<file path="src/rtl/shared_timer_arbiter_if.sv">
// Purpose: bundles the requester-side request/delay bus and the arbiter-side grant/done/busy status.
// Latency: none, wires only.
// Backpressure: level requests held until done (or dropped to cancel).
// Modports: master = requester side (drives req, delay_in); slave = arbiter side (drives grant, done, busy).
// Optional: ARB_ABORT_FLAG_EN adds the aborted status vector.
interface shared_timer_arbiter_if #(
  parameter int NUM_REQ = 4,
  parameter int CNT_W   = 32
);
  logic [NUM_REQ-1:0]       req;
  logic [NUM_REQ*CNT_W-1:0] delay_in;
  logic [NUM_REQ-1:0]       grant;
  logic [NUM_REQ-1:0]       done;
  logic                     busy;
`ifdef ARB_ABORT_FLAG_EN
  logic [NUM_REQ-1:0]       aborted;
`endif

  modport master (
    output req,
    output delay_in,
    input  grant,
    input  done,
`ifdef ARB_ABORT_FLAG_EN
    input  aborted,
`endif
    input  busy
  );

  modport slave (
    input  req,
    input  delay_in,
    output grant,
    output done,
`ifdef ARB_ABORT_FLAG_EN
    output aborted,
`endif
    output busy
  );
endinterface

</file>
<file path="src/rtl/shared_timer_arbiter.sv">
// Purpose: round-robin shares one down-counter among NUM_REQ requesters; pulses done to the owner after its delay.
// Latency: grant 1 cycle after req; done D+1 cycles after grant (D = delay sampled at grant).
// Backpressure: losers keep req high and wait; dropping req while owning cancels the count.
// Ports: clk, reset (sync, active-high); bus (slave): req, delay_in in; grant, done, busy out (all registered).
// Optional: define ARB_ABORT_FLAG_EN to add bus.aborted, a one-cycle onehot pulse on cancel.
module shared_timer_arbiter #(
  parameter int NUM_REQ = 4,
  parameter int CNT_W   = 32
) (
  input logic                  clk,
  input logic                  reset,
  shared_timer_arbiter_if.slave bus
);
  localparam int PW = (NUM_REQ > 1) ? $clog2(NUM_REQ) : 1;

  typedef enum logic {IDLE, COUNT} state_t;

  state_t             state_q, state_d;
  logic [PW-1:0]      ptr_q, ptr_d;
  logic [PW-1:0]      owner_q, owner_d;
  logic [CNT_W-1:0]   cnt_q, cnt_d;
  logic [NUM_REQ-1:0] grant_q, grant_d;
  logic [NUM_REQ-1:0] done_q, done_d;
  logic               busy_q, busy_d;
`ifdef ARB_ABORT_FLAG_EN
  logic [NUM_REQ-1:0] aborted_q, aborted_d;
`endif

  // Round-robin pick: scan from the farthest offset back to ptr so the
  // closest set bit (starting at ptr) is the last assignment and wins.
  logic               win_vld;
  logic [PW-1:0]      win_idx;
  logic [CNT_W-1:0]   win_dly;

  always_comb begin
    win_vld = 1'b0;
    win_idx = '0;
    win_dly = '0;
    for (int i = NUM_REQ - 1; i >= 0; i--) begin
      if (bus.req[(int'(ptr_q) + i) % NUM_REQ]) begin
        win_vld = 1'b1;
        win_idx = PW'((int'(ptr_q) + i) % NUM_REQ);
        win_dly = bus.delay_in[((int'(ptr_q) + i) % NUM_REQ) * CNT_W +: CNT_W];
      end
    end
  end

  logic [PW-1:0] owner_nxt;
  assign owner_nxt = (owner_q == PW'(NUM_REQ - 1)) ? '0 : owner_q + 1'b1;

  always_comb begin
    state_d   = state_q;
    ptr_d     = ptr_q;
    owner_d   = owner_q;
    cnt_d     = cnt_q;
    grant_d   = grant_q;
    done_d    = '0;
    busy_d    = busy_q;
`ifdef ARB_ABORT_FLAG_EN
    aborted_d = '0;
`endif
    case (state_q)
      IDLE: begin
        if (win_vld) begin
          state_d = COUNT;
          owner_d = win_idx;
          grant_d = NUM_REQ'(1) << win_idx;
          cnt_d   = win_dly;
          busy_d  = 1'b1;
        end
      end
      COUNT: begin
        // Cancel is tested first so it beats a same-edge completion.
        if (!bus.req[owner_q]) begin
          state_d   = IDLE;
          ptr_d     = owner_nxt;
          grant_d   = '0;
          busy_d    = 1'b0;
          cnt_d     = '0;
`ifdef ARB_ABORT_FLAG_EN
          aborted_d = grant_q;
`endif
        end else if (cnt_q == '0) begin
          state_d = IDLE;
          ptr_d   = owner_nxt;
          done_d  = grant_q;
          grant_d = '0;
          busy_d  = 1'b0;
        end else begin
          cnt_d = cnt_q - 1'b1;
        end
      end
      default: begin
        state_d = IDLE;
        grant_d = '0;
        busy_d  = 1'b0;
      end
    endcase
  end

  always_ff @(posedge clk) begin
    if (reset) begin
      state_q   <= IDLE;
      ptr_q     <= '0;
      owner_q   <= '0;
      cnt_q     <= '0;
      grant_q   <= '0;
      done_q    <= '0;
      busy_q    <= 1'b0;
`ifdef ARB_ABORT_FLAG_EN
      aborted_q <= '0;
`endif
    end else begin
      state_q   <= state_d;
      ptr_q     <= ptr_d;
      owner_q   <= owner_d;
      cnt_q     <= cnt_d;
      grant_q   <= grant_d;
      done_q    <= done_d;
      busy_q    <= busy_d;
`ifdef ARB_ABORT_FLAG_EN
      aborted_q <= aborted_d;
`endif
    end
  end

  assign bus.grant   = grant_q;
  assign bus.done    = done_q;
  assign bus.busy    = busy_q;
`ifdef ARB_ABORT_FLAG_EN
  assign bus.aborted = aborted_q;
`endif
endmodule
</file>
<file path="src/flat_wrapper.sv">
// flat-port wrapper written by rule: the top's interface ports become plain ports
module shared_timer_arbiter_flat 
#(
  parameter int NUM_REQ = 4,
  parameter int CNT_W   = 32
)
  (clk, reset, bus_req, bus_delay_in, bus_grant, bus_done, bus_busy);
  shared_timer_arbiter_if #(.NUM_REQ(NUM_REQ), .CNT_W(CNT_W)) bus_i ();
  input logic clk;
  input logic reset;
  input wire logic [$bits(bus_i.req)-1:0] bus_req;
  input wire logic [$bits(bus_i.delay_in)-1:0] bus_delay_in;
  output wire logic [$bits(bus_i.grant)-1:0] bus_grant;
  output wire logic [$bits(bus_i.done)-1:0] bus_done;
  output wire logic [$bits(bus_i.busy)-1:0] bus_busy;
  assign bus_i.req = bus_req;
  assign bus_i.delay_in = bus_delay_in;
  assign bus_grant = bus_i.grant;
  assign bus_done = bus_i.done;
  assign bus_busy = bus_i.busy;
  shared_timer_arbiter #(.NUM_REQ(NUM_REQ), .CNT_W(CNT_W)) u_core (.clk(clk), .reset(reset), .bus(bus_i));
endmodule
</file>
<file path="config.mk">
export PLATFORM = sky130hd
export DESIGN_NAME = shared_timer_arbiter_flat
export DESIGN_NICKNAME = d
export VERILOG_FILES = /design/src/rtl/shared_timer_arbiter_if.sv /design/src/rtl/shared_timer_arbiter.sv /design/src/flat_wrapper.sv
export SDC_FILE = /design/constraint.sdc
export NUM_CORES = 1
export LEC_CHECK = 0
export CORE_AREA = 10 10 157 159
export DETAILED_ROUTE_END_ITERATION = 8
export DIE_AREA = 0 0 167 169
export GPL_TIMING_DRIVEN = 0
export SETUP_SLACK_MARGIN = 0.05
export SYNTH_ARGS = -nofsm -noshare
export SYNTH_HDL_FRONTEND = slang
export SYNTH_SLANG_ARGS = --single-unit
</file>
<file path="constraint.sdc">
create_clock -name clk -period 3.3 [get_ports clk]
set_input_delay 0.66 -clock clk [delete_from_list [all_inputs] [get_ports clk]]
set_output_delay 0.66 -clock clk [all_outputs]
set_load 0.005 [all_outputs]
</file>
# [After elaboration in Yosys (flattened, before gate mapping)]
# Index checks and enable logic that the tools add are counted.
[totals] ff_bits=46 in_bits=134 wordCells=86
[op_classes] addsub=5 n_lt_le_gt_ge=5 n_eq_ne=5 shift=5 n_mux=44 bitwise=6 reduce_logical=9
[ops] cell="variable part select 128 x 8 -> 32 bit" n=4
[ops] cell="2-to-1 mux 32 bit" n=7
[ops] cell="one-hot mux 32 bit (2 select lines)" n=1
[ops] cell="zero test 32 bit" n=1
[ops] cell="subtractor 32 x 1 -> 32 bit, second input constant" n=1
[ops] cell="2-to-1 mux 1 bit" n=18
[ops] cell="2-to-1 mux 2 bit" n=7
[ops] cell="less-than comparator 3 x 4 -> 1 bit, second input constant" n=3
[ops] cell="2-to-1 mux 4 bit" n=3
[ops] cell="binary-select mux 1 bit (select 2 bit)" n=5
[ops] cell="one-hot mux 4 bit (2 select lines)" n=1
[ops] cell="AND reduction 2 bit" n=4
[ops] cell="less-than comparator 2 x 3 -> 1 bit, second input constant" n=2
[ops] cell="inequality test 3 bit, second input constant" n=2
[ops] cell="OR reduction 2 bit" n=3
[ops] cell="adder 2 x 1 -> 2 bit, second input constant" n=2
[ops] cell="adder 2 bit, second input constant" n=2
[ops] cell="one-hot mux 1 bit (2 select lines)" n=2
[ops] cell="OR reduction 4 bit" n=1
[ops] cell="left shift 1 x 2 -> 4 bit, first input constant" n=1
[ops] cell="AND 1 bit, first input constant" n=3
[ops] cell="NOT 1 bit" n=3
[ops] cell="== test 2 bit, second input constant" n=1
[ops] cell="inequality test 2 x 1 -> 1 bit, second input constant" n=1
[ops] cell="inequality test 2 bit, second input constant" n=1

# [Longest topological paths before layout]
# Gate-level depths: netlist of run 1.
[logic_depth] word_depth=13 mapped_depth=11

# [Worst setup path after synthesis of run 1]
# Ideal clock, no wire load.
[synth_path] kind="in2reg" from="input port bus_req[3]" to="register u_core.cnt_q[25]" arrival_ns=2.486 required_time_ns=3.164 path_slack_ns=0.678 path_stages=8 cell_sequence="clkbuf_1 > mux4_2 > nor4b_1 > and4_1 > or2_2 > buf_2 > a211oi_1 > o32ai_1"
[synth_via] elab_chain_len=9 word_cells_on_any_way=27 classes_between="eq/ne (2); mux (24); reduce/logical (1)"
[synth_lines] element="start: declaration" line="flat_wrapper.sv:11" text="input wire logic [$bits(bus_i.req)-1:0] bus_req;"
[synth_lines] element="binary-select mux 1 bit (select 2 bit)" line="shared_timer_arbiter.sv:40" text="if (bus.req[(int'(ptr_q) + i) % NUM_REQ]) begin"
[synth_lines] element="2-to-1 mux 1 bit (not written as such) (2 in series)" line="shared_timer_arbiter.sv:40"
[synth_lines] element="2-to-1 mux 32 bit / 2-to-1 mux 1 bit (equally long branches) (4 in series)" line="shared_timer_arbiter.sv:40"
[synth_lines] element="2-to-1 mux 32 bit / inequality test 2 x 1 -> 1 bit (equally long branches)"
[synth_lines] element="one-hot mux 32 bit (2 select lines) / AND reduction 2 bit (equally long branches)"
[synth_lines] element="end signal: assignment" line="shared_timer_arbiter.sv:117" text="cnt_q <= cnt_d;"
[synth_lines] element="end: declaration" line="shared_timer_arbiter.sv:21" text="logic [CNT_W-1:0] cnt_q, cnt_d;"
# Several ways; a longest one is shown, not always the timed one. The select of a mux whose other input is x is not followed.
# A chain may end at the register's enable or synchronous reset.

# [Worst setup path after layout of run 1]
# Same ends and word-level chain as after synthesis.

==> results of run 1 <==
-- cells in the final DEF, fill, tap and decap left out, drive strengths merged, types with 9 or more instances in the layout --
cell type	instances
a21oi	52
a221o	9
a221oi	28
a22oi	10
a31oi	17
and3	13
buf	48
clkbuf	38
clkdlybuf4s50	140
dfxtp	46
inv	10
mux2	48
mux2i	71
mux4	21
nand2	57
nand3	21
nor2	52
nor3	18
nor4	15
o211ai	22
o21ai	50
o221ai	18
o22ai	16
or3	12
-- per-stage QoR --
| step | TNS [ns] | instances | cell area [um^2] | power (uW) | setup WS, ns |
|---|---|---|---|---|---|
| global route | -0.00499 | 1235 | 8460 | 2960 | -0.00444 |
| detailed placement | -17.94 | 1223 | 8150 | 2170 | -0.824 |
| finish | 0 | 1235 | 8460 | 2850 | 0.0722 |
| floorplan | 0 | 802 | 6390 | 1590 | 0.678 |
| global placement | -17.90 | 1223 | 8150 | 2160 | -0.815 |
| CTS | 0 | 1235 | 8410 | 2790 | 0.0519 |
-- cells by family (layout without fill, tap and decap cells) --
group	Yosys count	after routing
flip-flops	46	46
multiplexers	140	140
adder cells (fa/ha/maj)	2	2
AO/OA/AOI/OAI	287	287
XOR/XNOR	2	2
buffers and inverters	87	240
AND/OR/NAND/NOR	238	238
-- cell type report --
cell class	count	area, um^2
buffer	75	377
clock buffer	6	129
clock inverter	2	37.5
fill	2181	13100
inverter	11	41.3
multi-input combinational	669	5140
sequential	46	921
tap	280	350
timing repair buffer	146	1460
-- power by group through the flow --
stage / clock network (uW) / logic [uW] / registers, uW
after global routing: 615 / 1650 / 703
after CTS: 603 / 1490 / 691
final: 597 / 1560 / 694
after detailed placement: 0 / 1460 / 703
after global placement: 0 / 1460 / 703
after floorplan: 0 / 902 / 683
-- worst paths after layout --
| kind | from | end | slack (ns) | cells after the start |
|---|---|---|---|---|
| worst max-delay path | bus_req[3] | u_core.cnt_q[25] | 0.07 | 9 |
| worst min-delay path | u_core.cnt_q[27] | u_core.cnt_q[27] | 0.49 | 2 |
| worst max register to register | u_core.ptr_q[1] | u_core.cnt_q[14] | 0.14 | 9 |
| worst min register to register | u_core.cnt_q[27] | u_core.cnt_q[27] | 0.49 | 2 |
-- sequential cells by signal, summed over array words and instances (netlist names) --
signal	flops
u_core.ptr_q	2
u_core.state_q	1
u_core.bus.busy	1
u_core.bus.done	4
u_core.cnt_q	32
u_core.owner_q	2
u_core.bus.grant	4
-- critical path, cell delays in order --
cell and delay [ns]:
clkdlybuf4s50_1 0.45, clkbuf_2 0.21, mux4_2 0.63, nor4b_1 0.19, and4_1 0.29, or2_2 0.29, buf_2 0.20, a211oi_1 0.31
o32ai_1 0.13
-- layer usage --
| layer | track usage (%) | vias up | wire, um | part of all wire [%] |
|---|---|---|---|---|
| met3 | 5.49 | 97 | 3660 | 11 |
| met4 | 8.29 | 0 | 1340 | 4.0 |
| met1 | 26.9 | 3767 | 12900 | 39 |
| met2 | 36.0 | 555 | 15300 | 46 |
| met5 | 0 | - | 0 | 0 |
| li1 | - | 3523 | - | - |
-- cells in the mapped netlist (3+ instances only) --
library cell and number:
inv_1 10, clkbuf_1 32, buf_1 4, nor4_1 15, nor2_1 52, mux4_2 21
o221ai_1 18, and2_0 3, nand2_1 57, a221o_1 9, o2bb2ai_1 5, o22ai_1 16
nor4b_1 3, nand3_1 21, nor3_1 16, buf_2 30, nor2b_1 7, nor4bb_1 3
nand4_1 4, dfxtp_1 46, mux2_2 48, o21ai_0 48, a211oi_1 8, o211ai_1 22
mux2i_1 71, a221oi_1 28, a211o_1 6, or2_2 4, or3_1 10, buf_4 10
o311a_1 4, or4_1 3, o21a_1 3, and2_1 4, o311ai_0 7, a22oi_1 10
o31ai_1 6, a31oi_1 17, a21oi_1 52, nand2b_1 5, and3_1 12
-- repair_timing --
action,4_1_cts,5_1_grt
setup buffers,4,1
gates cloned,0,0
gates resized for setup,21,11
setup endpoints to repair,31,22
pin swaps,2,0
==> flow_summary.json, run 1 <==
{
  "synth_compound_area_share_pct": 31.7,
  "drt.antenna.violating_nets": 0,
  "grt_pass1_wl_um": 48900,
  "finalCriticalPeriod_ns": 3.23,
  "power_frac_comb_pct": 54.7,
  "startpoint_type": "input port",
  "initial_core_util_pct": 29.6,
  "synth_flop_cell": "dfxtp_1",
  "hp-class": "flop to flop",
  "synth-adder-area-share_pct": 0.392,
  "grt_pass1_vias": 7537,
  "cts-root-buf": "clkbuf_16",
  "io_buffer_count": 141,
  "async_flop_share_pct": 0,
  "nets": 1090,
  "power.switching_uw": 1230,
  "post_drt_wl_per_cell_um": 26.9,
  "first_iter_violations": 979,
  "yosysSeqAreaShare_pct": 14.4,
  "setup_viol": 0,
  "worst-setup-path-type": "input port to flop",
  "cp-end-kind": "flop",
  "synthMuxAreaShare_pct": 27.0,
  "syn_to_final_growth_pct": 32.4,
  "max_freq_ghz": 0.310,
  "post-route-period-util_pct": 97.8,
  "cp.arrival_ns": 3.37,
  "grt_max_degree": 15,
  "synth-edff-count": 0,
  "clock_skew_ns": 0.00425,
  "io_pins": 143,
  "dr_total_vias": 7942,
  "syn_nets": 938,
  "critPathMaxFanout": 10,
  "path_clk_slew_ns": 0.07,
  "clk_path_buf_depth": 2,
  "synth_xor_area_share_pct": 0.274,
  "outcome": "finished, final reports clean",
  "wl_um": 33200,
  "synth-seq-cells": 46,
  "cts_tree": "done",
  "syn_area_per_cell_um2": 7.97,
  "syn_area_um2": 6390,
  "dr.pass1.iters": 7,
  "dp.final_hpwl_um": 25600,
  "drc": 0,
  "dieArea_um2": 28200,
  "synth_top_area_cell": "dfxtp_1",
  "swShare_pct": 43.2,
  "cts_inserted_buffers": 5,
  "worstMarginPinSlew_ns": 0.903,
  "cts.sinks": 46,
  "intPower_uw": 1620,
  "antenna_found_initial": 1,
  "drive_gt1_share_pct": 16.8,
  "clk_latency_ns": 0.29,
  "grt-ovfl-total": 0,
  "htreeDepth": 2,
  "pwr-share-seq_pct": 24.3,
  "synth_top_area_share_pct": 14.4,
  "holdBufCountCts": 0,
  "antenna_cells": 0,
  "num_rows": 54,
  "place_congestion": 0.998,
  "die_h_um": 169,
  "drv_cap": 0,
  "synth_warnings": 0,
  "rsz0062_at_grt": "yes",
  "synthCells": 802,
  "coreArea_um2": 21600,
  "hold_viol": 0,
  "holdWs_ns": 0.485,
  "irDropWorstVdd_mv": 0.236,
  "report.final.slew_viol_count": 0,
  "synth_area_leaders": "dfxtp_1, mux2i_1, mux2_2",
  "synth_top_family_by_area": "compound AO/OA/AOI/OAI gates",
  "clockPowerShare_pct": 20.9,
  "synth-simple-area-share_pct": 19.9,
  "worst-endpoint-required_ns": 3.45,
  "viasPerCell": 6.43,
  "synth_cell_type_count": 78,
  "cellPowerDensity_nw_per_um2": 337,
  "maxSlewHeadroom_pct": 39.8,
  "post-route-util_pct": 39.2,
  "grtUsageTotal_pct": 21.9,
  "leakage_uw": 0.00285,
  "die_w_um": 167
}
Note: power is estimated with default switching activity, not from simulation.
==> inputs of run 2 (changes only) <==
==> constraint.sdc (replaced) <==
create_clock -name clk -period 3.3 [get_ports clk]
set_input_delay 0.33 -clock clk [delete_from_list [all_inputs] [get_ports clk]]
set_output_delay 0.33 -clock clk [all_outputs]
set_load 0.005 [all_outputs]
==> run 2 against run 1 <==
Effect of this change:
- register-to-register slack barely moved
- wire length fell by 1.1%
- first-iteration DRC count fell by 1.5%
- worst hold slack improved by 0.0058 ns
- cell count did not move
- largest power group unchanged
==> flow_summary.json, run 2 (same netlist as run 1, synthesis figures left out) <==
{
  "grt_pass1_vias": 7462,
  "hold_viol": 0,
  "cts.sinks": 46,
  "clk_path_buf_depth": 2,
  "design_area_um2": 8390,
  "most-common-layout-cells": "clkdlybuf4s50_1, mux2i_1, nand2_1",
  "rsz0062_at_grt": "no",
  "max_freq_ghz": 0.315,
  "drv_cap": 0,
  "multi_input_comb_area_um2": 5100,
  "place_congestion": 0.998,
  "worst-setup-path-type": "input port to flop",
  "antenna_found_initial": 1,
  "grtUsageTotal_pct": 21.7,
  "cts_tree": "done",
  "maxSlewHeadroom_pct": 41.8,
  "cts_inserted_buffers": 5,
  "grt_pass1_wl_um": 48600,
  "initial_core_util_pct": 29.6,
  "cpMostUsedCell": "buf_2",
  "dr.pass1.iters": 5,
  "drt.antenna.violating_nets": 0,
  "slowest_stage": "a221oi_1",
  "viasPerCell": 6.36,
  "first_iter_violations": 964,
  "coreArea_um2": 21600,
  "largest_register_ffs": 32,
  "top_register": "u_core.cnt_q",
  "regArea_um2": 921,
  "power_uw": 2820,
  "worstPathCellList": "clkdlybuf4s50_1 > clkbuf_1 > buf_2 > mux2_2 > mux2i_4 > buf_2 > o221ai_1 > a221oi_1 > o41ai_1",
  "post-route-period-util_pct": 96.2,
  "grt_max_degree": 15,
  "hp-class": "flop to flop",
  "die_w_um": 167,
  "setup_viol": 0,
  "clk_latency_ns": 0.29,
  "cts-root-buf": "clkbuf_16",
  "worst-endpoint-required_ns": 3.46,
  "report.final.slew_viol_count": 0,
  "drc": 0,
  "fin_cells": 1235,
  "outcome": "finished, final reports clean",
  "clock_skew_ns": 0.00520,
  "syn_to_final_growth_pct": 31.2,
  "io_pins": 143,
  "dp_cells": 1223,
  "fill_cells": 2194,
  "wl_um": 32900,
  "startpoint_type": "input port",
  "htreeDepth": 2,
  "worstMarginPinSlew_ns": 0.873,
  "slowest_delay_ns": 0.65,
  "place_area_um2": 8150,
  "cp.arrival_ns": 3.33,
  "io_buffer_count": 141,
  "post_drt_wl_per_cell_um": 26.6,
  "irDropWorstVdd_mv": 0.233,
  "holdBufCountCts": 0,
  "layout_commonest_cell": "clkdlybuf4s50_1",
  "die_h_um": 169,
  "grt-ovfl-total": 0,
  "dr_total_vias": 7854,
  "path_clk_slew_ns": 0.07,
  "cellPowerDensity_nw_per_um2": 336,
  "holdWs_ns": 0.491,
  "cp-end-kind": "flop",
  "dp.final_hpwl_um": 25600,
  "leakage_uw": 0.00280,
  "num_rows": 54,
  "critPathMaxFanout": 10,
  "dieArea_um2": 28200,
  "nets": 1089,
  "finalCriticalPeriod_ns": 3.18,
  "drive_gt1_share_pct": 15.4
}
run 2: cell count changes in the layout (fill, tap and decap cells not counted), moves of 2 or more:
cell | previous run | this run
clkbuf_1 | 23 | 29
clkbuf_2 | 9 | 5
a221oi_1 | 24 | 27
a221oi_2 | 4 | 1
buf_4 | 16 | 14
run 2: layout make-up:
type,instances,share of cell area (%)
diodes,1,0.0298
plain buffers,76,4.43
clock buffers,6,1.54
clock inverters,2,0.448
inverters,11,0.492
multi-input cells,669,60.8
flip-flops and latches,46,11.0
well taps,280,4.18
repair buffers,144,17.1
run 2: worst paths after layout:
| kind | start | to | slack [ns] | depth (start not counted) |
|---|---|---|---|---|
| max | bus_req[3] | u_core.cnt_q[21] | 0.12 | 9 |
| min | u_core.cnt_q[27] | u_core.cnt_q[27] | 0.49 | 2 |
| max reg2reg | u_core.ptr_q[1] | u_core.cnt_q[14] | 0.15 | 9 |
| min reg2reg | u_core.cnt_q[27] | u_core.cnt_q[27] | 0.49 | 2 |
run 2: power by group:
group | switching [uW] | leakage (uW) | internal [uW] | total, uW
Combinational | 904 | 0.00235 | 626 | 1530
Sequential | 74.7 | 0.000378 | 620 | 695
Clock | 234 | 0.0000771 | 358 | 593
Total | 1210 | 0.00280 | 1610 | 2820
run 2: critical path: cells and delay by family:
family | cells | cell delay [ns]
muxes | 2 | 0.72
buffers and inverters | 4 | 1.31
AOI/OAI and AO/OA | 3 | 0.96
run 2: stage by stage:
step | worst slack, ns | util, % | TNS, ns
after floorplan | 0.975 | - | 0
after global placement | -0.485 | 37.8 | -7.65
after detailed placement | -0.494 | 37.8 | -7.71
after CTS | 0.0223 | 38.7 | 0
after global routing | 0.0574 | 38.9 | 0
final | 0.124 | 38.9 | 0
run 2: per-layer routing:
layer | GRT usage (%) | up-vias | wire (um)
met5 | 0 | - | 0
met4 | 7.41 | 0 | 1220
met3 | 4.91 | 91 | 3370
met2 | 35.8 | 543 | 15100
met1 | 27.3 | 3707 | 13100
li1 | - | 3513 | -
run 2: what timing repair did:
item,CTS,global route
setup buffers,0,3
pin swaps,0,1
setup endpoints to repair,15,12
gates resized for setup,5,13
